`src/rtl/display_scan_arbiter_pkg.sv`:
```
// Shared constants, owner state encoding and the state-to-grant mapping
// for the seven-segment display arbiter.
package display_scan_arbiter_pkg;

  // All digit enables off (enables are active-low)
  localparam logic [3:0] AN_OFF     = 4'b1111;
  // No source owns the display
  localparam logic [1:0] GRANT_NONE = 2'b00;

  typedef enum logic [1:0] {
    OWN_IDLE = 2'd0,
    OWN_0    = 2'd1,
    OWN_1    = 2'd2
  } own_state_t;

  // One-hot grant vector for an owner state
  function automatic logic [1:0] grant_of(input own_state_t s);
    case (s)
      OWN_0:   return 2'b01;
      OWN_1:   return 2'b10;
      default: return GRANT_NONE;
    endcase
  endfunction

endpackage

```
`src/rtl/display_scan_timer.sv`:
```
// Digit scan timer: slot counter and digit index. Besides the frame
// boundary flag for the current cycle, it publishes the digit, blank phase
// and slot-start flag that the counters are about to take on, so that the
// parent can register its display outputs in step with the scan.
module display_scan_timer #(
  parameter int SCAN_DIV  = 262144,
  parameter int BLANK_CYC = 1024
) (
  input  logic       CLK,
  input  logic       Reset,
  output logic [1:0] digit_next,
  output logic       blank_next,
  output logic       slot_start_next,
  output logic       fb
);

  localparam int            CW        = $clog2(SCAN_DIV);
  localparam logic [CW-1:0] SLOT_LAST = CW'(SCAN_DIV - 1);
  localparam logic [CW-1:0] BLANK_LIM = CW'(BLANK_CYC);

  logic [CW-1:0] slot_cnt_reg;
  logic [CW-1:0] slot_cnt_next;
  logic [1:0]    digit_reg;
  logic          slot_wrap;

  // Advance the slot counter; step the digit when the slot wraps
  always_comb begin
    slot_wrap     = (slot_cnt_reg == SLOT_LAST);
    slot_cnt_next = slot_wrap ? '0 : slot_cnt_reg + CW'(1);
    digit_next    = slot_wrap ? digit_reg + 2'd1 : digit_reg;
  end

  assign blank_next      = (slot_cnt_next < BLANK_LIM);
  assign slot_start_next = (slot_cnt_next == '0);
  assign fb              = slot_wrap && (digit_reg == 2'd3);

  // Scan counters; reset restarts at digit 0, slot cycle 0
  always_ff @(posedge CLK) begin
    if (!Reset) begin
      slot_cnt_reg <= '0;
      digit_reg    <= 2'd0;
    end else begin
      slot_cnt_reg <= slot_cnt_next;
      digit_reg    <= digit_next;
    end
  end

endmodule

```
`src/rtl/display_scan_arbiter.sv`:
```
// Time-shares the 4-digit display between two 16-bit sources. Ownership
// changes only at frame boundaries, with a minimum dwell while contended,
// and each frame shows a snapshot of the owner taken at the boundary.
module display_scan_arbiter
  import display_scan_arbiter_pkg::*;
#(
  parameter int SCAN_DIV   = 262144,
  parameter int BLANK_CYC  = 1024,
  parameter int MIN_FRAMES = 8
) (
  input  logic        CLK,
  input  logic        Reset,
  input  logic [1:0]  Req,
  input  logic [15:0] Data0,
  input  logic [15:0] Data1,
  output logic [1:0]  Grant,
  output logic [3:0]  AN,
  output logic [3:0]  Code,
  output logic        Frame_Done
);

  localparam int            FW      = $clog2(MIN_FRAMES + 1);
  localparam logic [FW-1:0] MIN_LIM = FW'(MIN_FRAMES);

  logic [1:0] digit_next;
  logic       blank_next;
  logic       slot_start_next;
  logic       fb;

  own_state_t    state_reg, state_next;
  logic [FW-1:0] frames_reg, frames_next, frames_done;
  logic          last_reg, last_next;
  logic [15:0]   shadow_reg, shadow_next;
  logic [1:0]    grant_reg, grant_next;
  logic [3:0]    an_reg, an_next;
  logic [3:0]    code_reg, code_next;
  logic          frame_done_reg;
  logic          dwell_met;
  logic [3:0]    an_sel;

  display_scan_timer #(
    .SCAN_DIV  (SCAN_DIV),
    .BLANK_CYC (BLANK_CYC)
  ) u_timer (
    .CLK             (CLK),
    .Reset           (Reset),
    .digit_next      (digit_next),
    .blank_next      (blank_next),
    .slot_start_next (slot_start_next),
    .fb              (fb)
  );

  // The frame ending now counts toward dwell, so an owner contended from
  // its first frame yields after exactly MIN_FRAMES frames on screen.
  assign frames_done = (frames_reg >= MIN_LIM) ? MIN_LIM : frames_reg + FW'(1);
  assign dwell_met   = (frames_done >= MIN_LIM);

  // Owner FSM, evaluated only on frame-boundary cycles
  always_comb begin
    state_next = state_reg;
    if (fb) begin
      case (state_reg)
        OWN_IDLE: begin
          if (Req == 2'b11)  state_next = last_reg ? OWN_0 : OWN_1;
          else if (Req[0])   state_next = OWN_0;
          else if (Req[1])   state_next = OWN_1;
        end
        OWN_0: begin
          if (!Req[0])                  state_next = Req[1] ? OWN_1 : OWN_IDLE;
          else if (Req[1] && dwell_met) state_next = OWN_1;
        end
        OWN_1: begin
          if (!Req[1])                  state_next = Req[0] ? OWN_0 : OWN_IDLE;
          else if (Req[0] && dwell_met) state_next = OWN_0;
        end
        default: state_next = OWN_IDLE;
      endcase
    end
  end

  // Dwell count, tie-break history and frame snapshot, all taken at the boundary
  always_comb begin
    frames_next = frames_reg;
    last_next   = last_reg;
    shadow_next = shadow_reg;
    if (fb) begin
      frames_next = (state_next != state_reg) ? '0 : frames_done;
      case (state_next)
        OWN_0: begin
          last_next   = 1'b0;
          shadow_next = Data0;
        end
        OWN_1: begin
          last_next   = 1'b1;
          shadow_next = Data1;
        end
        default: shadow_next = 16'h0000;
      endcase
    end
  end

  // One-hot digit decode for the upcoming cycle
  genvar gi;
  generate
    for (gi = 0; gi < 4; gi++) begin : g_an_sel
      assign an_sel[gi] = (digit_next == 2'(gi));
    end
  endgenerate

  // Output values for the next cycle; Code only moves at slot start
  always_comb begin
    grant_next = grant_of(state_next);
    an_next    = (blank_next || (grant_next == GRANT_NONE)) ? AN_OFF : ~an_sel;
    code_next  = slot_start_next ? shadow_next[{digit_next, 2'b00} +: 4] : code_reg;
  end

  // State and output registers
  always_ff @(posedge CLK) begin
    if (!Reset) begin
      state_reg      <= OWN_IDLE;
      frames_reg     <= '0;
      last_reg       <= 1'b1;
      shadow_reg     <= 16'h0000;
      grant_reg      <= GRANT_NONE;
      an_reg         <= AN_OFF;
      code_reg       <= 4'h0;
      frame_done_reg <= 1'b0;
    end else begin
      state_reg      <= state_next;
      frames_reg     <= frames_next;
      last_reg       <= last_next;
      shadow_reg     <= shadow_next;
      grant_reg      <= grant_next;
      an_reg         <= an_next;
      code_reg       <= code_next;
      frame_done_reg <= fb;
    end
  end

  assign Grant      = grant_reg;
  assign AN         = an_reg;
  assign Code       = code_reg;
  assign Frame_Done = frame_done_reg;

endmodule

```
`config.mk`:
```
export PLATFORM = sky130hd
export DESIGN_NAME = display_scan_arbiter
export DESIGN_NICKNAME = d
export VERILOG_FILES = /design/src/rtl/display_scan_arbiter_pkg.sv /design/src/rtl/display_scan_timer.sv /design/src/rtl/display_scan_arbiter.sv
export SDC_FILE = /design/constraint.sdc
export NUM_CORES = 1
export LEC_CHECK = 0
export BUFFER_PORTS_ARGS = -buffer_cell sky130_fd_sc_hd__buf_4
export CAP_MARGIN = 40
export CORE_AREA = 10 10 92 78
export DETAILED_ROUTE_END_ITERATION = 10
export DIE_AREA = 0 0 102 88
export PLACE_DENSITY = 0.75
export SLEW_MARGIN = 40
export SYNTH_ARGS = -nofsm -noshare
export SYNTH_HDL_FRONTEND = slang
export SYNTH_HIERARCHICAL = 1
export SYNTH_SLANG_ARGS = --single-unit
```
`constraint.sdc`:
```
create_clock -name CLK -period 5 [get_ports CLK]
set_clock_uncertainty 0.15 [all_clocks]
set_input_delay 0 -clock CLK [delete_from_list [all_inputs] [get_ports CLK]]
set_output_delay 0 -clock CLK [all_outputs]
set_load 0.01 [all_outputs]
```
# Word level (Yosys, flattened, before mapping)
# Cells that the tools add are included.
# op_classes
n_addsub	3
order_cmp	3
eq_ne	11
shift	1
mux	20
bitwise	2
reduce_logical	11
# op_table
operator	count
16-bit one-hot mux with 2 select lines	1
2-bit 2-to-1 mux	11
18-bit by 1-bit adder with 18-bit output (second input constant)	1
18-bit == test (second input constant)	1
18-bit zero test	1
18-bit by 11-bit < comparator with 1-bit output (second input constant)	1
18-bit 2-to-1 mux	1
16-bit 2-to-1 mux	1
16-bit by 5-bit indexed part select with 4-bit output	1
2-bit == test (second input constant)	6
4-bit >= comparator (second input constant)	2
4-bit 2-to-1 mux	2
2-bit by 1-bit == test with 1-bit output (second input constant)	3
2-bit zero test	3
2-bit one-hot mux with 3 select lines	1
4-bit by 1-bit adder with 4-bit output (second input constant)	1
4-bit NOT	1
2-bit one-hot mux with 2 select lines	1
1-bit logical AND	3
2-bit by 1-bit adder with 2-bit output (second input constant)	1
2-bit inequality test	1
1-bit one-hot mux with 2 select lines	1
2-bit AND reduction	1
2-bit nonzero test	1
other kinds (4)	4
# totals
regBits	54
in_bits	36
out_inout_bits	11

# Depth between registers and ports, before layout
# Gate-level depths: netlist of the first run.
# depth
depth_word	13
ltp_mapped	18

# Modules after synthesis
# Netlist of the first run, hierarchy kept.
# by_module_without_submodules
module	n_inst	cells_each	area_per_inst_um2	seq_area_each_um2
display_scan_arbiter	1	192	1731.7	680.7
display_scan_timer	1	134	1198.6	400.4

# Worst setup path before layout of the first run
# Ideal clock, no wire load.
# synth_path
path_type	register to register
start	register u_timer.slot_cnt_reg[0]
end	register code_reg[1] (netlist: Code[1])
arrival_ns	3.429
setup_slack_ns	1.264
path_stages_with_launch	17
path_buffers	3
cell_sequence	dfxtp_1 -> ha_1 -> nand4_1 -> nor2_2 -> and4bb_1 -> buf_4 -> and2_1 -> buf_6 -> inv_2 -> clkbuf_1 -> a221oi_1 -> inv_1 -> ha_1 -> and4b_2 -> a221o_2 -> a22oi_1 -> a41oi_1
# synth_via
elab_chain_cells	7
word_cells_on_any_way	12
classes_between	add/sub (1); eq/ne (3); shift (1); mux (5); reduce/logical (2)
# synth_lines
element	line_no	text
from (decl)	display_scan_timer.sv:21	logic [CW-1:0] slot_cnt_reg;
from (signal assigned)	display_scan_timer.sv:43	slot_cnt_reg <= slot_cnt_next;
18-bit == test *	display_scan_timer.sv:28	slot_wrap = (slot_cnt_reg == SLOT_LAST);
1-bit logical AND *	display_scan_timer.sv:35	assign fb = slot_wrap && (digit_reg == 2'd3);
named net fb	display_scan_arbiter.sv:28	logic fb;
2-bit 2-to-1 mux *	display_scan_arbiter.sv:61	if (fb) begin
named net state_next[0]	display_scan_arbiter.sv:30	own_state_t state_reg, state_next;
2-bit == test or 2-bit by 1-bit == test with 1-bit output (tied branches)	display_scan_arbiter.sv:88	case (state_next)
16-bit one-hot mux with 2 select lines *	display_scan_arbiter.sv:88	
16-bit 2-to-1 mux *	display_scan_arbiter.sv:86	if (fb) begin
16-bit by 5-bit indexed part select with 4-bit output *	display_scan_arbiter.sv:114	code_next = slot_start_next ? shadow_next[{digit_next, 2'b00} +: 4] : code_reg;
to (signal assigned)	display_scan_arbiter.sv:135	code_reg <= code_next;
to (decl)	display_scan_arbiter.sv:36	logic [3:0] code_reg, code_next;
# Mark *: on every way through the listed nets, which the timed path passes. The rest lies on a longest branch.
# A chain may end at the register's enable or synchronous reset.

# Worst setup path in the final report of the first run
# layout_path
start	register u_timer.slot_cnt_reg[0]
end	register shadow_reg[6]
# layout_via
elab_chain_cells	6
word_cells_on_any_way	7
classes_between	eq/ne (3); mux (3); reduce/logical (1)
# layout_lines
element	line_no	text
18-bit == test *	display_scan_timer.sv:28	
1-bit logical AND *	display_scan_timer.sv:35	
named net fb	display_scan_arbiter.sv:28	
2-bit 2-to-1 mux *	display_scan_arbiter.sv:61	
named net state_next[1]	display_scan_arbiter.sv:30	
2-bit == test or 2-bit by 1-bit == test with 1-bit output (tied branches)	display_scan_arbiter.sv:88	
16-bit one-hot mux with 2 select lines *	display_scan_arbiter.sv:88	
16-bit 2-to-1 mux *	display_scan_arbiter.sv:86	
to (signal assigned)	display_scan_arbiter.sv:132	shadow_reg <= shadow_next;
to (decl)	display_scan_arbiter.sv:33	logic [15:0] shadow_reg, shadow_next;
# Marks and branches as above.

==> results of run 1 <==
[final timing paths]
kind	slack, ns	endpoint	cells past startpoint	startpoint
hold reg to reg	0.37	u_timer/slot_cnt_reg[0]	1	u_timer/slot_cnt_reg[0]
setup reg to reg	0.29	shadow_reg[6]	13	u_timer/slot_cnt_reg[0]
hold / removal	0.05	shadow_reg[3]	4	Data0[3]
setup / recovery	0.29	shadow_reg[6]	13	u_timer/slot_cnt_reg[0]
[worst min-delay path, stage by stage]
cell and delay [ns]:
buf_4 0.07, and4b_1 0.17, a221o_1 0.12, and2_1 0.13
[cells in the final DEF (no fill, tap or decap), drive strengths merged, types with 10 or more instances in the layout]
master       synthesis  layout
nor2b               10      10
nand3               10      10
o21ai               11      11
xnor2               11      11
dlygate4sd3          0      31
nor2                26      26
a21oi               11      11
and2                19      19
buf                 15      47
dfxtp               54      54
nand2               28      28
[layer usage]
metal  part of all wire, %  routed length [microns]
met1                    47                     3570
met2                    46                     3460
met3                   5.7                      431
met4                   1.2                       89
met5                     0                        0
[cells by family after synthesis]
kind of cell / after synthesis / share of synthesized area (%)
and+or+nand+nor: 144 / 29.8
DFF: 54 / 36.9
buffers and inverters: 29 / 5.17
muxes: 3 / 1.24
adders and majority gates: 8 / 3.42
AOI/OAI and AO/OA: 70 / 18.1
xor gates and xnor gates: 18 / 5.38
[power by group through the flow]
stage | logic [uW] | clock network, uW | registers, uW
after floorplan | 18.5 | 0 | 450
after global placement | 51.6 | 0 | 450
after CTS | 66.7 | 357 | 441
after global routing | 73.6 | 369 | 441
after detailed placement | 52.3 | 0 | 451
final | 67.8 | 349 | 441
[cell type report]
class / count / area (sq um) / area share, %
multi-input cells: 243 / 1700 / 46.0
flip-flops and latches: 54 / 1080 / 29.2
repair buffers: 78 / 663 / 17.9
well taps: 65 / 81.3 / 2.20
clock buffers: 5 / 68.8 / 1.86
clock inverters: 3 / 68.8 / 1.86
inverters: 9 / 33.8 / 0.913
[stage by stage]
step | utilization (%) | total power [uW]
floorplan | - | 468
global placement | 60.7 | 502
detailed placement | 60.7 | 503
CTS | 69.1 | 864
global route | 69.2 | 884
finish | 69.2 | 858
[repair_timing]
action                                  4_1_cts  5_1_grt
gates resized for setup                       0        1
endpoints found under the setup margin        0        7
hold buffers                                 31        0
hold endpoints to repair                     35        0
setup buffers                                 0        0
==> results.py, run 1 <==
metrics = {
    "cts": {
        "clkTransAtPathRegs_ns": 0.10,
        "insertion_delay_ns": 0.31,
        "ctsLongestPathBuffers": 2,
        "clock-sinks": 54,
        "cts_tree": "built",
        "cts_made_buffers": 5,
        "htreeDepth": 2,
        "cts-root-buf": "clkbuf_8",
    },
    "power": {
        "power_switching_share_pct": 21.2,
        "power_frac_seq_pct": 51.4,
        "power_density_mw_per_mm2": 232,
        "ir_drop_mv": 0.123,
        "pwr-share-clk_pct": 40.7,
        "p_switching_uw": 181,
        "p_int_uw": 676,
        "p_comb_share_pct": 7.9,
        "power_leakage_uw": 0.00149,
    },
    "worst_setup_path": {
        "arrival_ns": 4.82,
        "crit_family": "simple AND/OR/NAND/NOR gates",
        "critPathLaunchType": "register",
        "critPathBufInv": 1,
        "cp_max_fo": 14,
        "required_ns": 5.11,
        "cp_slowest_stage_delay_ns": 0.58,
        "path_class": "register to register",
        "cpMaxStageDelayCell": "dlygate4sd3_1",
        "crit_chain": "ha_1 -> nand4_1 -> nor2_2 -> and4bb_1 -> and2_1 -> nand2_1 -> a211o_1 -> a32oi_1 -> ha_1 -> and3b_4 -> nand2_1 -> a31oi_1 -> dlygate4sd3_1",
        "endpoint_kind": "register",
    },
    "route": {
        "wl_microns": 7560,
        "via_count": 2663,
        "drc": 0,
        "routed_via_density": 5.83,
        "antenna_left": 0,
        "drt_iter0_markers": 209,
        "wl_per_cell_microns": 16.5,
        "dr.pass1.iters": 4,
    },
    "floorplanning": {
        "die_area_sq_mm": 0.00898,
        "die_x_microns": 102,
        "die_height_microns": 88,
        "num_rows": 24,
        "ios": 47,
        "core_area_sq_mm": 0.00535,
        "start_util_pct": 54.8,
    },
    "placed_design": {
        "placed_area_sq_mm": 0.00325,
        "hpwl_microns": 5160,
        "gp_congestion": 0.903,
        "place_inst": 418,
        "portBuffers": 46,
        "pre_cts_ws_ns": 0.485,
    },
    "cells_and_area": {
        "fillerInstances": 420,
        "design_area_sq_mm": 0.00370,
        "drive_gt1_share_pct": 21.4,
        "diodes": 0,
        "instances_no_fill": 457,
        "areaGrowthSynthToFinish_pct": 26.3,
        "largest_register_ffs": 18,
        "nets": 435,
    },
    "logic_synthesis": {
        "yosysTopAreaCellShare_pct": 36.9,
        "synth_top_area_cell": "dfxtp_1",
        "netlist_top_cells_area": "dfxtp_1 (37%), and2_1 (3.8%), nand2_1 (3.6%), ha_1 (3.4%), xnor2_1 (3.3%)",
        "synth-edff-count": 0,
        "ys_top_cells_by_count": "dfxtp_1 (54), nand2_1 (28), nor2_1 (25)",
        "synthesis.nets": 370,
        "yosysSeqAreaShare_pct": 36.9,
        "synth_ff_type": "dfxtp_1",
        "yosys_register_bits": 54,
        "ys_types": 65,
        "synth_cells": 326,
        "yosysWarnings": 6,
        "yosysMostFrequentCell": "dfxtp_1",
        "syn_area_sq_mm": 0.00293,
        "avgSynthCellArea_sq_um": 8.99,
        "async_flop_share_pct": 0,
    },
    "timing": {
        "rsz0062_at_grt": "no",
        "clock.fmax_mhz": 212,
        "holdWs_ns": 0.0528,
        "worst_pin_slew_ns": 0.649,
        "tns_ns": 0,
        "min_period_over_period_pct": 94.3,
        "period_needed_ns": 4.71,
        "hold_violations": 0,
        "setup_violations": 0,
        "slew_violations": 0,
        "fin_ws_ns": 0.286,
        "relSlewSlack_pct": 56.3,
    },
    "global_routing": {
        "grt.met1_usage_pct": 22.9,
        "grt_use_total_pct": 17.1,
        "top_usage_layer": "met2",
        "grt_util_met3_pct": 3.78,
        "grt_pass1_vias": 2481,
        "grt-ovfl-total": 0,
        "antenna_found_initial": 0,
        "grt_max_degree": 29,
        "grt_pass1_wl_microns": 12400,
        "met2_usage_pct": 26.9,
    },
    "outcome": {
        "status": "complete, no violations",
    },
    "hold_path": {
        "holdCritPathClass": "input port to register",
    },
    "flow_run": {
        "maxCapViolCount": 0,
    },
}
(Power assumes the default switching activity.)
==> run 2, diff against run 1 <==
--- a/config.mk
+++ b/config.mk
@@ -11,6 +11,7 @@
 export DETAILED_ROUTE_END_ITERATION = 10
 export DIE_AREA = 0 0 102 88
 export PLACE_DENSITY = 0.75
+export REMOVE_ABC_BUFFERS = 1
 export SLEW_MARGIN = 40
 export SYNTH_ARGS = -nofsm -noshare
 export SYNTH_HDL_FRONTEND = slang
==> results.py, run 2 (synthesis results as in run 1) <==
metrics = {
    "outcome": {
        "status": "complete, no violations",
    },
    "timing": {
        "setup_violations": 0,
        "worst_pin_slew_ns": 0.686,
        "period_needed_ns": 4.51,
        "rsz0062_at_grt": "no",
        "holdWs_ns": 0.00549,
        "tns_ns": 0,
        "min_period_over_period_pct": 90.2,
        "clock.fmax_mhz": 222,
        "hold_violations": 0,
        "relSlewSlack_pct": 53.9,
        "slew_violations": 0,
    },
    "route": {
        "drc": 0,
        "antenna_left": 0,
        "routed_via_density": 5.68,
        "wl_per_cell_microns": 16.0,
        "drt_iter0_markers": 175,
        "dr.pass1.iters": 4,
        "via_count": 2586,
        "wl_microns": 7280,
    },
    "cts": {
        "cts_tree": "built",
        "clkTransAtPathRegs_ns": 0.10,
        "clock-sinks": 54,
        "cts-root-buf": "clkbuf_8",
        "ctsLongestPathBuffers": 2,
        "postCtsSetupRepairBufs": 0,
        "cts_made_buffers": 5,
        "insertion_delay_ns": 0.30,
        "htreeDepth": 2,
    },
    "hold_path": {
        "min_to": "Code[3]",
        "min-delay-start": "Data0[15]",
        "hold_depth": 4,
        "holdCritPathClass": "input port to register",
    },
    "worst_setup_path": {
        "crit_start": "u_timer/slot_cnt_reg[0]",
        "r2r-end": "shadow_reg[4]",
        "rr_startpoint": "u_timer/slot_cnt_reg[0]",
        "rr_worst_depth": 13,
        "endpoint_kind": "register",
        "cpMaxStageDelayCell": "dlygate4sd3_1",
        "cp_slowest_stage_delay_ns": 0.58,
        "required_ns": 5.09,
        "arrival_ns": 4.60,
        "critPathLaunchType": "register",
        "cp_max_fo": 14,
        "path_class": "register to register",
        "reg2reg_slack_ns": 0.49,
        "cpMostUsedCell": "ha_1",
        "crit_chain": "ha_1 -> nand4_1 -> nor2_2 -> and4bb_1 -> and2_1 -> nand2_1 -> a211o_1 -> a32oi_1 -> ha_1 -> nor2b_1 -> a31oi_1 -> a21oi_1 -> dlygate4sd3_1",
    },
    "placed_design": {
        "hpwl_microns": 5200,
        "portBuffers": 46,
        "gp_congestion": 0.876,
        "place_inst": 418,
    },
    "floorplanning": {
        "num_rows": 24,
        "ios": 47,
        "die_area_sq_mm": 0.00898,
        "die_x_microns": 102,
        "core_area_sq_mm": 0.00535,
        "start_util_pct": 54.8,
        "die_height_microns": 88,
    },
    "power": {
        "pwr-share-clk_pct": 37.0,
        "p_comb_share_pct": 8.2,
        "p_switching_uw": 179,
        "p_int_uw": 625,
        "ir_drop_mv": 0.119,
        "power_frac_seq_pct": 54.8,
        "power_switching_share_pct": 22.3,
        "report.power.total_uw": 804,
        "power_density_mw_per_mm2": 220,
        "power_leakage_uw": 0.00147,
    },
    "global_routing": {
        "grt_max_degree": 29,
        "grt-ovfl-total": 0,
        "grt_pass1_vias": 2457,
        "antenna_found_initial": 0,
        "grt_pass1_wl_microns": 12100,
        "grt_use_total_pct": 16.5,
    },
    "cells_and_area": {
        "fillerInstances": 442,
        "areaGrowthSynthToFinish_pct": 24.8,
        "diodes": 0,
        "largest_register_ffs": 18,
        "instances_no_fill": 455,
        "drive_gt1_share_pct": 21.5,
        "mostFrequentLayoutCell": "dfxtp_1",
        "nets": 433,
        "layout_common_cells": "dfxtp_1 (54), buf_4 (47), dlygate4sd3_1 (29)",
    },
    "flow_run": {
        "maxCapViolCount": 0,
    },
}
[run 2: changes by cell type in the layout (fill, tap and decap cells not counted), sizes merged]
cell         previous run  this run
inv                     9        10
bufinv                  2         1
dlygate4sd3            31        29
[run 2: layout make-up]
cell class / instances / area (sq um) / share of cell area, %
inverters: 9 / 33.8 / 0.924
flip-flops and latches: 54 / 1080 / 29.6
multi-input cells: 243 / 1700 / 46.6
clock buffers: 5 / 68.8 / 1.88
repair buffers: 76 / 643 / 17.6
well taps: 65 / 81.3 / 2.22
clock inverters: 3 / 43.8 / 1.20
[run 2: layer usage]
layer  share of wire, %  up-vias  track usage, %  wire length [microns]
met5                  0        -               0                      0
met4               0.34        0            3.20                     25
met3                6.8        2            4.96                    498
met2                 42       74            23.8                   3050
met1                 51     1204            23.7                   3700
li1                   -     1306               -                      -
[run 2: through the flow]
step | util (%) | worst slack, ns | area [sq um]
final | 68.4 | 0.492 | 3660
after global routing | 68.4 | 0.0621 | 3660
after CTS | 68.3 | 0.460 | 3650
after detailed placement | 60.7 | 0.669 | 3250
after global placement | 60.7 | 0.873 | 3250
after floorplan | - | 0.805 | 2810
[run 2: critical path, delay by kind of cell (launching register included)]
kind	cells	cell delay [ns]
buffers and inverters	1	0.58
AOI/OAI and AO/OA	4	0.97
adders and majority gates	2	0.71
and+or+nand+nor	6	1.58
DFF	1	0.44
[run 2: worst max-delay path by stage]
| stage | to | slack [ns] |
|---|---|---|
| after detailed placement | Code[1] | 0.67 |
| final | shadow_reg[4] | 0.49 |
| after CTS | shadow_reg[5] | 0.46 |
| after global placement | Code[2] | 0.87 |
| after global routing | shadow_reg[14] | 0.06 |
| after floorplan | Code[3] | 0.80 |
[run 2: power groups by stage]
stage	Combinational, uW	Sequential [uW]	Clock (uW)
after floorplan	15.1	451	0
after global placement	52.7	450	0
after detailed placement	52.6	450	0
after CTS	65.9	441	304
after global routing	71.8	441	320
final	66.1	441	298
[run 2: repair_timing]
action / in CTS / in global routing
resized for setup: 0 / 1
endpoints found under the hold margin: 35 / 0
setup endpoints to repair: 0 / 4
hold buffers: 29 / 0
